$ cat src/rtl/decode_stage.sv
// Decode stage buffer: classifies the opcode, extends the immediate and holds decoded entries for execute.
// Optional macro DECODE_SKID_EN selects a two-entry skid buffer with registered in_ready; otherwise single entry.

package decode_stage_pkg;

    typedef enum logic [2:0] {
        I_IMM = 3'd0,
        S_IMM = 3'd1,
        B_IMM = 3'd2,
        U_IMM = 3'd3,
        J_IMM = 3'd4
    } imm_encoding_format_t;

    typedef enum logic [1:0] {
        ST_EMPTY = 2'd0,
        ST_ONE   = 2'd1,
        ST_FULL  = 2'd2
    } buf_state_t;

    typedef struct packed {
        logic [31:0]          inst;
        logic [31:0]          pc;
        imm_encoding_format_t fmt;
        logic                 has_imm;
        logic [31:0]          imm;
        logic                 illegal;
    } dec_entry_t;

endpackage

module imm_extender
    import decode_stage_pkg::*;
(
    input  logic [31:7]          inst_i,
    input  imm_encoding_format_t fmt_i,
    output logic [31:0]          imm_o
);

    // Reassemble and sign-extend the immediate bits for each encoding format
    always_comb begin
        imm_o = 32'd0;
        case (fmt_i)
            I_IMM:   imm_o = {{20{inst_i[31]}}, inst_i[31:20]};
            S_IMM:   imm_o = {{20{inst_i[31]}}, inst_i[31:25], inst_i[11:7]};
            B_IMM:   imm_o = {{19{inst_i[31]}}, inst_i[31], inst_i[7], inst_i[30:25], inst_i[11:8], 1'b0};
            U_IMM:   imm_o = {inst_i[31:12], 12'd0};
            J_IMM:   imm_o = {{11{inst_i[31]}}, inst_i[31], inst_i[19:12], inst_i[20], inst_i[30:21], 1'b0};
            default: imm_o = 32'd0;
        endcase
    end

endmodule

module decode_stage
    import decode_stage_pkg::*;
(
    input  logic                 clk,
    input  logic                 rst_n,
    input  logic                 flush,
    input  logic                 in_valid,
    output logic                 in_ready,
    input  logic [31:0]          in_inst,
    input  logic [31:0]          in_pc,
    output logic                 out_valid,
    input  logic                 out_ready,
    output logic [31:0]          out_inst,
    output logic [31:0]          out_pc,
    output imm_encoding_format_t out_fmt,
    output logic                 out_has_imm,
    output logic [31:0]          out_imm,
    output logic                 out_illegal
);

    buf_state_t           state_q;
    buf_state_t           state_d;
    dec_entry_t           dec_s;
    dec_entry_t           out_q;
    imm_encoding_format_t dec_fmt_s;
    logic                 dec_has_imm_s;
    logic                 dec_illegal_s;
    logic [31:0]          ext_imm_s;
    logic                 accept_s;
    logic                 pop_s;
    logic                 load_out_in_s;
`ifdef DECODE_SKID_EN
    dec_entry_t           skid_q;
    logic                 in_ready_q;
    logic                 load_skid_s;
    logic                 load_out_skid_s;
`endif

    // Opcode classification into immediate format, immediate presence and legality
    always_comb begin
        dec_fmt_s     = I_IMM;
        dec_has_imm_s = 1'b0;
        dec_illegal_s = 1'b0;
        case (in_inst[6:0])
            7'b0010011, 7'b0000011, 7'b1100111, 7'b1110011: begin
                dec_fmt_s     = I_IMM;
                dec_has_imm_s = 1'b1;
            end
            7'b0100011: begin
                dec_fmt_s     = S_IMM;
                dec_has_imm_s = 1'b1;
            end
            7'b1100011: begin
                dec_fmt_s     = B_IMM;
                dec_has_imm_s = 1'b1;
            end
            7'b0110111, 7'b0010111: begin
                dec_fmt_s     = U_IMM;
                dec_has_imm_s = 1'b1;
            end
            7'b1101111: begin
                dec_fmt_s     = J_IMM;
                dec_has_imm_s = 1'b1;
            end
            7'b0110011: begin
                dec_fmt_s     = I_IMM;
                dec_has_imm_s = 1'b0;
            end
            default: begin
                dec_fmt_s     = I_IMM;
                dec_illegal_s = 1'b1;
            end
        endcase
    end

    imm_extender u_imm_extender (
        .inst_i (in_inst[31:7]),
        .fmt_i  (dec_fmt_s),
        .imm_o  (ext_imm_s)
    );

    // Assemble the decoded entry; R-type and illegal opcodes carry a zero immediate
    always_comb begin
        dec_s.inst    = in_inst;
        dec_s.pc      = in_pc;
        dec_s.fmt     = dec_fmt_s;
        dec_s.has_imm = dec_has_imm_s;
        dec_s.imm     = dec_has_imm_s ? ext_imm_s : 32'd0;
        dec_s.illegal = dec_illegal_s;
    end

`ifdef DECODE_SKID_EN
    assign in_ready = in_ready_q;
`else
    assign in_ready = !out_valid || out_ready;
`endif

    assign out_valid = (state_q != ST_EMPTY);
    assign accept_s  = in_valid && in_ready;
    assign pop_s     = out_valid && out_ready;

    // State register
    always_ff @(posedge clk or negedge rst_n) begin
        if (!rst_n) begin
            state_q <= ST_EMPTY;
        end else begin
            state_q <= state_d;
        end
    end

    // Next-state logic; flush overrides any concurrent accept or pop
    always_comb begin
        state_d = state_q;
        if (flush) begin
            state_d = ST_EMPTY;
        end else begin
            case (state_q)
                ST_EMPTY: state_d = accept_s ? ST_ONE : ST_EMPTY;
                ST_ONE: begin
`ifdef DECODE_SKID_EN
                    if (accept_s && !pop_s) begin
                        state_d = ST_FULL;
                    end else if (!accept_s && pop_s) begin
                        state_d = ST_EMPTY;
                    end else begin
                        state_d = ST_ONE;
                    end
`else
                    if (!accept_s && pop_s) begin
                        state_d = ST_EMPTY;
                    end else begin
                        state_d = ST_ONE;
                    end
`endif
                end
                ST_FULL:  state_d = pop_s ? ST_ONE : ST_FULL;
                default:  state_d = ST_EMPTY;
            endcase
        end
    end

    // Datapath load controls derived from the current state and handshakes
    always_comb begin
        load_out_in_s   = 1'b0;
`ifdef DECODE_SKID_EN
        load_skid_s     = 1'b0;
        load_out_skid_s = 1'b0;
`endif
        if (flush) begin
            load_out_in_s = 1'b0;
        end else begin
            case (state_q)
                ST_EMPTY: load_out_in_s = accept_s;
                ST_ONE: begin
                    load_out_in_s = accept_s && pop_s;
`ifdef DECODE_SKID_EN
                    load_skid_s   = accept_s && !pop_s;
`endif
                end
`ifdef DECODE_SKID_EN
                ST_FULL:  load_out_skid_s = pop_s;
`endif
                default:  load_out_in_s = 1'b0;
            endcase
        end
    end

    // Output entry register; holds whenever execute stalls
    always_ff @(posedge clk or negedge rst_n) begin
        if (!rst_n) begin
            out_q <= '0;
        end else if (load_out_in_s) begin
            out_q <= dec_s;
`ifdef DECODE_SKID_EN
        end else if (load_out_skid_s) begin
            out_q <= skid_q;
`endif
        end
    end

`ifdef DECODE_SKID_EN
    // Skid entry and registered ready, which look only at next state so out_ready never reaches in_ready combinationally
    always_ff @(posedge clk or negedge rst_n) begin
        if (!rst_n) begin
            skid_q     <= '0;
            in_ready_q <= 1'b1;
        end else begin
            if (load_skid_s) begin
                skid_q <= dec_s;
            end
            in_ready_q <= (state_d != ST_FULL);
        end
    end
`endif

    assign out_inst    = out_q.inst;
    assign out_pc      = out_q.pc;
    assign out_fmt     = out_q.fmt;
    assign out_has_imm = out_q.has_imm;
    assign out_imm     = out_q.imm;
    assign out_illegal = out_q.illegal;

endmodule
$ cat config.mk
export PLATFORM = sky130hd
export DESIGN_NAME = decode_stage
export DESIGN_NICKNAME = d
export VERILOG_FILES = /design/src/rtl/decode_stage.sv
export SDC_FILE = /design/constraint.sdc
export NUM_CORES = 1
export LEC_CHECK = 0
export ABC_AREA = 1
export CAP_MARGIN = 20
export CORE_UTILIZATION = 45
export DETAILED_ROUTE_END_ITERATION = 12
export GPL_ROUTABILITY_DRIVEN = 0
export GPL_TIMING_DRIVEN = 1
export PLACE_DENSITY_LB_ADDON = 0.08
export SLEW_MARGIN = 20
export SYNTH_ARGS = -nofsm -noshare
export SYNTH_HDL_FRONTEND = slang
export SYNTH_HIERARCHICAL = 1
export SYNTH_SLANG_ARGS = --single-unit
$ cat constraint.sdc
create_clock -name clk -period 1.5 [get_ports clk]
set_input_delay 0.225 -clock clk [delete_from_list [all_inputs] [get_ports clk]]
set_output_delay 0.225 -clock clk [all_outputs]
set_load 0.02 [all_outputs]
# Word-level counts from Yosys, hierarchy flattened
# Cells that the tools add are included.
[totals] output_inout_bits=103 ramBits=0 word_cells=48 latch_bits=0 ff_bits=103 in_bits=69 n_memories=0 romBits=0
[op_classes] n_eq_ne=16 bitwise_logic=0 muxes=12 reduce_logical=13 addsub=0 magnitude_cmp=0 multipliers=0 n_div=0 shifts=0
[ops] op="32-bit one-hot mux with 5 select lines" n=1
[ops] op="32-bit 2-to-1 mux" n=1
[ops] op="7-bit == test (second input constant)" n=4
[ops] op="7-bit by 6-bit == test with 1-bit output (second input constant)" n=3
[ops] op="7-bit by 5-bit == test with 1-bit output (second input constant)" n=2
[ops] op="3-bit one-hot mux with 4 select lines" n=1
[ops] op="10-bit OR reduction" n=1
[ops] op="9-bit OR reduction" n=1
[ops] op="7-bit by 2-bit == test with 1-bit output (second input constant)" n=1
[ops] op="3-bit by 2-bit == test with 1-bit output (second input constant)" n=2
[ops] op="2-bit one-hot mux with 3 select lines" n=1
[ops] op="1-bit 2-to-1 mux" n=5
[ops] op="1-bit logical AND" n=4
[ops] op="2-bit 2-to-1 mux" n=2
[ops] op="3-bit by 1-bit == test with 1-bit output (second input constant)" n=1
[ops] op="3-bit == test (second input constant)" n=1
[ops] op="3-bit zero test" n=1
[ops] op="2-bit by 1-bit == test with 1-bit output (second input constant)" n=1
[ops] op="2-bit == test (second input constant)" n=1
[ops] op="1-bit zero test" n=2
[ops] op="2-bit zero test" n=1
[ops] op="1-bit one-hot mux with 2 select lines" n=1
[ops] op="2-bit nonzero test" n=1
[ops] op="2-bit OR reduction" n=1
[ops] op="1-bit logical OR" n=1

# Longest topological paths before layout
# Gate-level depths: netlist of run 1.
[depth] depth_word=9 ltp_mapped=13 ltp_nobuf=12

# By module
# The synthesis of run 1 kept the hierarchy.
[modules_own_cells] mod="decode_stage" area_per_inst_um2=4176.5 cells_per_inst=476 n_inst=1 seq_area_each_um2=2577.5
[modules_own_cells] mod="imm_extender" area_per_inst_um2=594.3 cells_per_inst=102 n_inst=1 seq_area_each_um2=0.0

# Least setup slack after synthesis of run 1
# Ideal clock, no wire load.
[synth_path] kind="input to register" from="input port in_inst[4]" to="register out_q, in the netlist out_imm[20]" slack_ps=-251 cell_stages=12 n_path_buf=1 t_required_ps=1383 setup_ps=117 t_arrival_ps=1634 cell_sequence="inv_1 -> nor2_2 -> nand3_2 -> nand2_1 -> inv_1 -> nor2_1 -> nand2_4 -> nand3_4 -> buf_6 -> nand3_2 -> nand3_1 -> nand2_1"
[synth_via] elab_chain_len=6 word_cells_on_any_way=20
[synth_lines] item="from (decl)" line_no="62" rtl="input logic [31:0] in_inst,"
[synth_lines] item="7-bit by 6-bit == test with 1-bit output or 7-bit by 5-bit == test with 1-bit output (tied branches)" line_no="97" rtl="case (in_inst[6:0])"
[synth_lines] item="2-bit OR reduction"
[synth_lines] item="3-bit one-hot mux with 4 select lines *" line_no="97"
[synth_lines] item="via dec_fmt_s[0]" line_no="78" rtl="imm_encoding_format_t dec_fmt_s;"
[synth_lines] item="3-bit == test (tied with other cells)" line_no="42" rtl="case (fmt_i)"
[synth_lines] item="32-bit one-hot mux with 5 select lines *" line_no="42"
[synth_lines] item="via ext_imm_s[20]" line_no="81" rtl="logic [31:0] ext_imm_s;"
[synth_lines] item="32-bit 2-to-1 mux *" line_no="141" rtl="dec_s.imm = dec_has_imm_s ? ext_imm_s : 32'd0;"
[synth_lines] item="to (signal assigned)" line_no="226" rtl="out_q <= dec_s;"
[synth_lines] item="to (decl)" line_no="77" rtl="dec_entry_t out_q;"
# The timed path passes the listed nets; every way through them passes the cells marked *.
# A chain may end at the register's enable or synchronous reset.

# Worst setup path in the final report of run 1
[layout_path] from="register state_q[1]" to="register out_q, in the netlist out_imm[18]"
[layout_via] elab_chain_len=7 word_cells_on_any_way=10
[layout_lines] item="from (decl)" line_no="74" rtl="buf_state_t state_q;"
[layout_lines] item="from (signal assigned)" line_no="160" rtl="state_q <= state_d;"
[layout_lines] item="2-bit nonzero test" line_no="151" rtl="assign out_valid = (state_q != ST_EMPTY);"
[layout_lines] item="1-bit zero test" line_no="148" rtl="assign in_ready = !out_valid || out_ready;"
[layout_lines] item="1-bit logical OR" line_no="148"
[layout_lines] item="1-bit logical AND" line_no="152" rtl="assign accept_s = in_valid && in_ready;"
[layout_lines] item="1-bit logical AND" line_no="208" rtl="load_out_in_s = accept_s && pop_s;"
[layout_lines] item="1-bit one-hot mux with 2 select lines *" line_no="205" rtl="case (state_q)"
[layout_lines] item="1-bit 2-to-1 mux *" line_no="202" rtl="if (flush) begin"
# Mark *: on every way between the ends. The rest lies on a longest branch, timed or not.

==> results of run 1 <==
## where the power goes
group	internal (mW)	switching, mW	total [mW]
sequential	3.08	0.157	3.23
combinational	0.735	1.04	1.77
clock	0.940	0.948	1.89
total	4.75	2.14	6.89
## sequential cells by signal (all words and copies together) (netlist names)
| signal | flops |
|---|---|
| out_fmt | 3 |
| out_has_imm | 1 |
| out_illegal | 1 |
| out_imm | 32 |
| out_inst | 32 |
| out_pc | 32 |
| state_q | 2 |
## worst max path at each step
stage               slack [ps]     endpoint  startpoint  depth (start not counted)
CTS                          6  out_imm[27]  in_inst[5]                         13
global route               -10  out_imm[18]  in_inst[4]                         13
detailed placement        -680  out_imm[18]  in_inst[4]                         13
global placement          -580  out_imm[26]  in_inst[4]                         13
floorplan                   10  out_imm[20]  in_inst[4]                         12
finish                      80  out_imm[18]  state_q[1]                          7
## cell families (layout without fill, tap and decap cells)
group	count (synthesis)	count (layout)	synth area share, %
compound gates	10	10	1.15
buf+inv	51	255	6.27
flops	103	103	54.0
simple gates	414	416	38.6
## routing by layer
metal | up-vias | routed length (um) | track usage [%] | share of wire (%)
li1 | 2231 | - | - | -
met1 | 2190 | 5820 | 32.4 | 41
met2 | 216 | 6860 | 42.2 | 49
met3 | 14 | 1240 | 7.11 | 8.8
met4 | 0 | 182 | 8.15 | 1.3
met5 | - | 0 | 0 | 0
## stage by stage
step                total power [mW]  std cells  setup TNS [ps]  instance area (um^2)  setup slack [ps]
finish                          6.89        920               0                  7180              78.2
detailed placement              5.24        896          -27570                  6900              -675
global placement                5.20        896          -23390                  6900              -575
CTS                             6.89        915               0                  7030              6.31
global route                    7.21        920           -25.3                  7180             -15.0
floorplan                       4.14        578               0                  4780              13.1
## area by class of cell
type / instances / area share [%]
Clock buffer: 10 / 1.78
Clock inverter: 5 / 1.15
Inverter: 19 / 1.06
Multi-Input combinational cell: 426 / 27.9
Sequential cell: 103 / 35.9
Tap cell: 136 / 2.37
Timing Repair Buffer: 221 / 29.9
## what timing repair did
action	4_1_cts	5_1_grt
setup buffers	1	1
gates resized for setup	130	33
hold buffers	1	0
gates cloned	2	4
pin swaps	12	17
hold endpoints to repair	103	0
setup endpoints to repair	136	73
## cell usage after synthesis, types with 2 or more instances
cell type and count:
nor2_4 4, a21oi_1 2, nand3_2 15, buf_6 8
nor2_1 24, buf_2 14, nor2_2 5, nand2_1 291
nand2_2 2, clkbuf_1 4, nand4_1 16, inv_2 7
o21ai_0 6, dfrtp_1 103, inv_1 12, nand3_1 51
nand2_4 3, buf_4 5
## worst max-delay path, delay by kind of cell, from the launching register on
kind	cells	cell delay, ps
flops	1	400
buf+inv	3	520
simple gates	4	380
==> qor.txt, run 1 <==
max capacitance violation total -> 0
syn_nets -> 647
most frequent CP cell -> buf_4
Die ar. -> 11000 um^2
Die H -> 105 um
Setup Crit Path Kind -> flip-flop to flip-flop
Multi-input gate area -> 2010 um^2
most common cell after layout, fill and taps aside -> nand2_1
Core Region -> 10300 um^2
Crit path arrival time -> 1670 ps
Yosys reg bits -> 103
antenna cells -> 0
outcome -> finished, final reports clean
fin nets -> 849
first-pass GRT wire length -> 22.2 mm
Slew Limit Fails -> 0
synthesized instance count -> 578
Worst Hold End -> out_inst[5]
largest net degree at the start of global routing -> 104
GR Overflow Total -> 0
initial antenna violation count -> 0
Post-route DRC -> 0
Hold Path Origin -> in_inst[5]
register clock-pin slew on the reported worst setup and hold paths -> 100 ps
Slew Limit Headroom -> 64.2%
most frequent cells in the layout -> 286 x nand2_1, 103 x dfrtp_1, 101 x dlygate4sd2_1, 60 x clkdlybuf4s50_1, 48 x nand3_1
slowest stage cell, crit path -> dfrtp_1
r2r endpoint -> out_imm[18]
vias in the first global route -> 4548
worst-margin pin slew -> 536 ps
post-synth top area share -> 54.0%
share of the yosys chip area belonging to registers -> 54.0%
CTS max path bufs -> 2
worst hold path class -> input pin to flip-flop
Fillers -> 852
period utilization -> 94.8%
Worst Hold Path Cells -> 3
H-tree depth -> 3
Die X -> 105 um
Post-Route WL -> 14.1 mm
total track usage -> 25.5%
Worst EP required -> 1750 ps
DP Wirelength -> 9.69 mm
post-layout minimum cycle time -> 1420 ps
drt first pass iters -> 6
clk_skew -> 11.0 ps
Worst R2R Start -> state_q[1]
Finish-stage setup viols -> 0
EDFF count, synth -> 0
clock sinks -> 103
synth warn -> 6
IO Pins -> 172
crit start category -> flip-flop
Starting Density -> 46.2%
Max Fclk -> 703 MHz
CP max stage delay -> 400 ps
LEAKAGE -> 3.96 nW
R2R depth -> 7
CP Max Fanout -> 19
IO buf count -> 171
Yosys cell types -> 24
layout cells sized above 1 -> 16.5%
post-route ant nets -> 0
Worst-Skew Late Latency -> 360 ps
Util after Layout -> 69.6%
predominant post-synthesis flop cell -> dfrtp_1
Vias -> 4651
initial drt markers -> 267
Cell Pwr Density -> 959 nW/um^2
final hold slack -> 176 ps
DR WL/cell -> 15.3 um
Storage cell area -> 2580 um^2
Clock Root Buffer -> clkbuf_8
Crit. End Element -> flip-flop
largest cells by area after synthesis -> dfrtp_1 54%, nand2_1 23%, nand3_1 5.4%
drt via density -> 5.06
R2R setup slack -> 80 ps
FFs w/ async S/R, synth -> 100%
Max rail drop VDD -> 0.575 mV
Final Hold Viols -> 0
P&R area growth vs syn -> 50.6%
cells along the critical path -> buf_4 -> nor2_4 -> nand3_4 -> buf_4 -> buf_4 -> nand2_1 -> nand2_1
area leader, netlist -> dfrtp_1
cts bufs inserted -> 9
Avg Inst Size Synth -> 8.25 um^2
Mapped Area -> 4770 um^2
num rows -> 37
CTS tree -> done
Note: power is estimated with default switching activity, not from simulation.
==> run 2, diff against run 1 <==
--- a/config.mk
+++ b/config.mk
@@ -7,7 +7,7 @@
 export LEC_CHECK = 0
 export ABC_AREA = 1
 export CAP_MARGIN = 20
-export CORE_UTILIZATION = 45
+export CORE_UTILIZATION = 43
 export DETAILED_ROUTE_END_ITERATION = 12
 export GPL_ROUTABILITY_DRIVEN = 0
 export GPL_TIMING_DRIVEN = 1
@@ -15,5 +15,4 @@
 export SLEW_MARGIN = 20
 export SYNTH_ARGS = -nofsm -noshare
 export SYNTH_HDL_FRONTEND = slang
-export SYNTH_HIERARCHICAL = 1
 export SYNTH_SLANG_ARGS = --single-unit
==> constraint.sdc (replaced) <==
create_clock -name clk -period 1.46 [get_ports clk]
set_input_delay 0.219 -clock clk [delete_from_list [all_inputs] [get_ports clk]]
set_output_delay 0.219 -clock clk [all_outputs]
set_load 0.02 [all_outputs]
==> run 2 against run 1 <==
The flow now finishes with violations (negative setup slack); non-clock buffer count shrank 5; wire length shrank 15%; die area shrank 4.9%; synthesized area shrank 9.2%; critical path depth shrank 4; worst hold slack lost 49 ps; setup slack lost 92 ps; power shrank 1.2%; critical path type is now flip-flop to output pin; largest cell class unchanged.
==> qor.txt, run 2 <==
Slew Limit Fails -> 0
DP Worst Slack -> -458 ps
DP Wirelength -> 8.35 mm
synthesized instance count -> 525
Synth Area in Compound Gates -> 4.97%
fin worst setup slack -> -14.3 ps
Die ar. -> 10500 um^2
GR Overflow Total -> 0
cells along the critical path -> or2_2 -> nand2_2 -> buf_6
Mapped Area -> 4330 um^2
IO buf count -> 171
synth cell count leaders -> 290 x nand2_1, 103 x dfrtp_1, 36 x o21ai_0, 23 x inv_1, 20 x nor2_1
syn_nets -> 594
Fillers -> 846
P_sw -> 2.10 mW
area leader, netlist -> dfrtp_1
register clock-pin slew on the reported worst setup and hold paths -> 90 ps
share of the yosys chip area belonging to registers -> 59.5%
fin nets -> 801
multiplexer area fraction after synthesis -> 0%
RSZ-0062 raised after global routing -> yes
H-tree depth -> 3
Die H -> 102 um
first-pass GRT wire length -> 18.9 mm
failing checks -> negative setup slack
LEAKAGE -> 3.84 nW
initial drt markers -> 157
main combinational cell family by area after synthesis -> simple AND/OR/NAND/NOR gates
largest cells by area after synthesis -> dfrtp_1 60%, nand2_1 25%, o21ai_0 4.2%
Cell Pwr Density -> 1010 nW/um^2
vias in the first global route -> 3957
crit start category -> flip-flop
Crit path arrival time -> 1260 ps
slowest stage cell, crit path -> dfrtp_1
initial antenna violation count -> 0
predominant post-synthesis flop cell -> dfrtp_1
met1 Usage GRT -> 29.3%
DR WL/cell -> 13.7 um
drt via density -> 4.70
Max Fclk -> 678 MHz
FFs w/ async S/R, synth -> 100%
EDFF count, synth -> 0
most frequent cell after synthesis -> nand2_1
most frequent cells in the layout -> 281 x nand2_1, 103 x dfrtp_1, 101 x dlygate4sd2_1, 60 x clkdlybuf4s50_1
Max rail drop VDD -> 0.524 mV
Post-route DRC -> 0
IO Pins -> 172
cts bufs inserted -> 9
largest net degree at the start of global routing -> 44
worst-margin pin slew -> 347 ps
post-route ant nets -> 0
combinational share of power -> 24.6%
met3 Track Usage GR -> 5.34%
worst hold path class -> input pin to flip-flop
area share of xor/xnor cells in the synthesized design -> 0%
Switching Fraction -> 30.8%
Vias -> 4088
Worst EP required -> 1240 ps
post-synth top area share -> 59.5%
antenna cells -> 0
Finish-stage setup viols -> 2
clock sinks -> 103
total track usage -> 23.5%
Multi-input gate area -> 1630 um^2
Post-Route WL -> 11.9 mm
final hold slack -> 126 ps
num rows -> 36
Setup Crit Path Kind -> flip-flop to output pin
Slew Limit Headroom -> 76.9%
Seq pwr share -> 48.6%
Worst-Skew Late Latency -> 360 ps
met2 Track Usage GR -> 40.5%
clk_skew -> 6.94 ps
layout cells sized above 1 -> 12.9%
gr busiest metal -> met2
CTS max path bufs -> 2
CP Max Fanout -> 2
Core Region -> 9770 um^2
drt first pass iters -> 4
Starting Density -> 44.3%
post-layout minimum cycle time -> 1470 ps
Clk network pwr share -> 26.8%
simple-gate area share of the yosys netlist -> 30.3%
P&R area growth vs syn -> 55.6%
most common cell after layout, fill and taps aside -> nand2_1
Storage cell area -> 2580 um^2
CP max stage delay -> 400 ps
synth warn -> 0
Synth Area in Adders -> 0%
internal power -> 4.71 mW
Crit. End Element -> output pin
Final Hold Viols -> 0
R2R setup slack -> 70 ps
Avg Inst Size Synth -> 8.25 um^2
Die X -> 102 um
outcome -> finished with violations
CTS tree -> done
period utilization -> 101%
Clock Root Buffer -> clkbuf_8
max capacitance violation total -> 0
Yosys reg bits -> 103
Yosys cell types -> 21
-- run 2: logic make-up (layout without fill, tap and decap cells) --
| logic type | count (synthesis) | count (layout) |
|---|---|---|
| AOI/OAI and AO/OA | 42 | 42 |
| buffers and inverters | 51 | 261 |
| DFF | 103 | 103 |
| and+or+nand+nor | 329 | 331 |
-- run 2: what timing repair did --
action,CTS,global route
buffers inserted,12,2
hold buffers,1,0
pin swaps,5,10
endpoints found under the hold margin,22,0
gates cloned,2,0
resized for setup,114,42
endpoints found under the setup margin,193,102
-- run 2: metrics by stage --
stage	power, mW	cell area (um^2)	std cells	TNS (ps)	utilization, %
6_report	6.81	6740	870	-19.7	68.9
5_1_grt	7.17	6740	870	-221	68.9
4_1_cts	6.86	6610	869	-265	67.6
3_5_place_dp	5.22	6390	838	-30580	65.4
3_3_place_gp	5.18	6390	838	-28320	65.4
2_1_floorplan	4.15	4330	525	0	-
-- run 2: power groups by stage --
stage          Combinational [mW]  Sequential (mW)  Clock, mW
6_report                     1.68             3.31       1.82
4_1_cts                      1.67             3.31       1.89
2_1_floorplan               0.401             3.75          0
3_3_place_gp                 1.82             3.36          0
3_5_place_dp                 1.85             3.37          0
5_1_grt                      1.83             3.35       1.99
-- run 2: cell type report --
| type | count | share of cell area (%) |
|---|---|---|
| clock inverter | 6 | 1.00 |
| inverter | 29 | 1.65 |
| clock buffer | 10 | 2.04 |
| tap | 133 | 2.47 |
| sequential | 103 | 38.3 |
| timing repair buffer | 216 | 30.4 |
| multi-input combinational | 373 | 24.2 |
-- run 2: worst paths after layout --
path	start	to	depth (start not counted)
worst min-delay path	in_inst[1]	out_inst[1]	3
max in group asynchronous	rst_n	out_inst[15]	3
worst max register to register	state_q[1]	out_imm[3]	8
worst max-delay path	state_q[1]	in_ready	3
min in group asynchronous	rst_n	out_inst[24]	2
worst min register to register	out_pc[16]	out_pc[16]	2
-- run 2: worst max-delay path: cells and delay by family, from the launching register on --
family	cells	cell delay [ps]
simple gates	2	390
flops	1	400
buf+inv	1	110
-- run 2: layer usage --
layer	routed length, um	part of all wire (%)
met1	5080	42
met2	5800	49
met3	948	7.9
met4	119	1.0
met5	0	0
==> run 3, diff against run 2 <==
--- a/config.mk
+++ b/config.mk
@@ -8,6 +8,7 @@
 export ABC_AREA = 1
 export CAP_MARGIN = 20
 export CORE_UTILIZATION = 43
+export CTS_CLUSTER_DIAMETER = 60
 export DETAILED_ROUTE_END_ITERATION = 12
 export GPL_ROUTABILITY_DRIVEN = 0
 export GPL_TIMING_DRIVEN = 1
==> constraint.sdc (replaced) <==
create_clock -name clk -period 1.46 [get_ports clk]
set_input_delay 0.292 -clock clk [delete_from_list [all_inputs] [get_ports clk]]
set_output_delay 0.292 -clock clk [all_outputs]
set_load 0.02 [all_outputs]
==> run 3 against run 2 <==
The flow still finishes with violations (negative setup slack); final cell count unchanged; clock-buffer cell count unchanged; wire length up 1.0%; critical path type unchanged; clock power down 12%; die area unchanged; power down 2.7%; maximum frequency up 0.15%; combinational power about the same.
==> qor.txt, run 3 (synthesized netlist as in run 2, its figures left out) <==
crit-path leading delay family -> flip-flops
Cell Pwr Density -> 975 nW/um^2
LEAKAGE -> 3.82 nW
clk_skew -> 8.83 ps
Starting Density -> 44.3%
CP max stage delay -> 390 ps
Clock Root Buffer -> clkbuf_8
DP Wirelength -> 8.26 mm
post-layout minimum cycle time -> 1470 ps
most frequent cells in the layout -> 284 x nand2_1, 106 x dlygate4sd2_1, 103 x dfrtp_1, 60 x clkdlybuf4s50_1, 28 x o21ai_0
most common cell after layout, fill and taps aside -> nand2_1
CTS tree -> done
Post-Layout Inst Area -> 6790 um^2
largest net degree at the start of global routing -> 61
total track usage -> 23.2%
Crit. End Element -> output pin
Layout Cells excl Fill -> 870
Worst EP required -> 1170 ps
initial antenna violation count -> 0
cts bufs inserted -> 9
max capacitance violation total -> 0
RSZ-0062 raised after global routing -> yes
Die ar. -> 10500 um^2
Crit path arrival time -> 1180 ps
Finish-stage setup viols -> 1
placed insts -> 838
fin nets -> 802
Setup Crit Path Kind -> flip-flop to output pin
vias in the first global route -> 4024
cells along the critical path -> or2_4 -> nand2_2 -> buf_6
Slew Limit Headroom -> 78.7%
Overall Power -> 6.62 mW
antenna cells -> 0
Storage cell area -> 2580 um^2
Max rail drop VDD -> 0.578 mV
layout cells sized above 1 -> 12.5%
R2R setup slack -> 40 ps
Util after Layout -> 69.5%
IO buf count -> 171
period utilization -> 101%
Fillers -> 832
Max Fclk -> 679 MHz
DR WL/cell -> 13.9 um
clock sinks -> 103
Die X -> 102 um
Die H -> 102 um
IO Pins -> 172
worst-margin pin slew -> 320 ps
H-tree depth -> 3
slowest stage cell, crit path -> dfrtp_1
P&R area growth vs syn -> 56.9%
DP Worst Slack -> -532 ps
fin worst setup slack -> -12.1 ps
drt first pass iters -> 5
Worst Path Buf+Inv -> 1
dpl cell area -> 6390 um^2
Vias -> 4127
final hold slack -> 228 ps
GR Overflow Total -> 0
worst hold path class -> input pin to flip-flop
Core Region -> 9770 um^2
CTS max path bufs -> 2
Slew Limit Fails -> 0
drt via density -> 4.74
Post-Route WL -> 12.1 mm
Worst-Skew Late Latency -> 350 ps
setup TNS -> -12.1 ps
Multi-input gate area -> 1650 um^2
first-pass GRT wire length -> 18.7 mm
crit start category -> flip-flop
Post-route DRC -> 0
post-route ant nets -> 0
register clock-pin slew on the reported worst setup and hold paths -> 100 ps
failing checks -> negative setup slack
num rows -> 36
CP Max Fanout -> 2
outcome -> finished with violations
initial drt markers -> 163
Final Hold Viols -> 0
-- run 3: cell types whose count changed in the layout (fill, tap and decap cells not counted), sizes merged --
cell          before  now
dlygate4sd2      101  106
dlymetal6s2s       7    2
buf               47   44
clkbuf            10   13
bufinv             1    0
clkinv             3    2
clkinvlp           2    3
nand3             12   13
-- run 3: cell type report --
| class | instances | share of cell area [%] |
|---|---|---|
| clock buffer | 10 | 2.03 |
| multi-input combinational | 374 | 24.3 |
| clock inverter | 5 | 0.497 |
| sequential | 103 | 37.9 |
| inverter | 29 | 1.73 |
| timing repair buffer | 216 | 31.0 |
| tap | 133 | 2.45 |
-- run 3: per-layer routing --
metal / part of all wire, % / track usage, % / wire length, um / vias to the layer above
met4: 1.5 / 8.24 / 185 / 0
met1: 43 / 28.7 / 5170 / 1926
li1: - / - / - / 2029
met2: 48 / 40.0 / 5740 / 154
met3: 8.1 / 5.20 / 973 / 18
met5: 0 / 0 / 0 / -
-- run 3: final timing paths --
check / to / startpoint / cells past startpoint
max reg2reg: out_imm[22] / state_q[1] / 7
max: in_ready / state_q[0] / 3
min in group asynchronous: out_pc[5] / rst_n / 3
min: out_inst[0] / in_inst[0] / 3
max in group asynchronous: out_imm[21] / rst_n / 3
min reg2reg: out_inst[0] / out_inst[0] / 2
-- run 3: worst register-to-register path: cells and delay by family, from the launching register on --
kind / cells / cell delay (ps)
simple gates: 4 / 420
flops: 1 / 400
buf+inv: 3 / 490
-- run 3: what timing repair did --
item / 4_1_cts / 5_1_grt
gates cloned: 3 / 3
pin swaps: 8 / 17
gates resized for setup: 138 / 27
buffers inserted: 6 / 4
setup endpoints to repair: 196 / 97
hold buffers: 1 / 0
endpoints found under the hold margin: 103 / 0
-- run 3: where the power goes --
group	internal, mW	switching [mW]
logic	0.727	0.979
clock network	0.658	0.954
registers	3.15	0.150
total	4.54	2.08
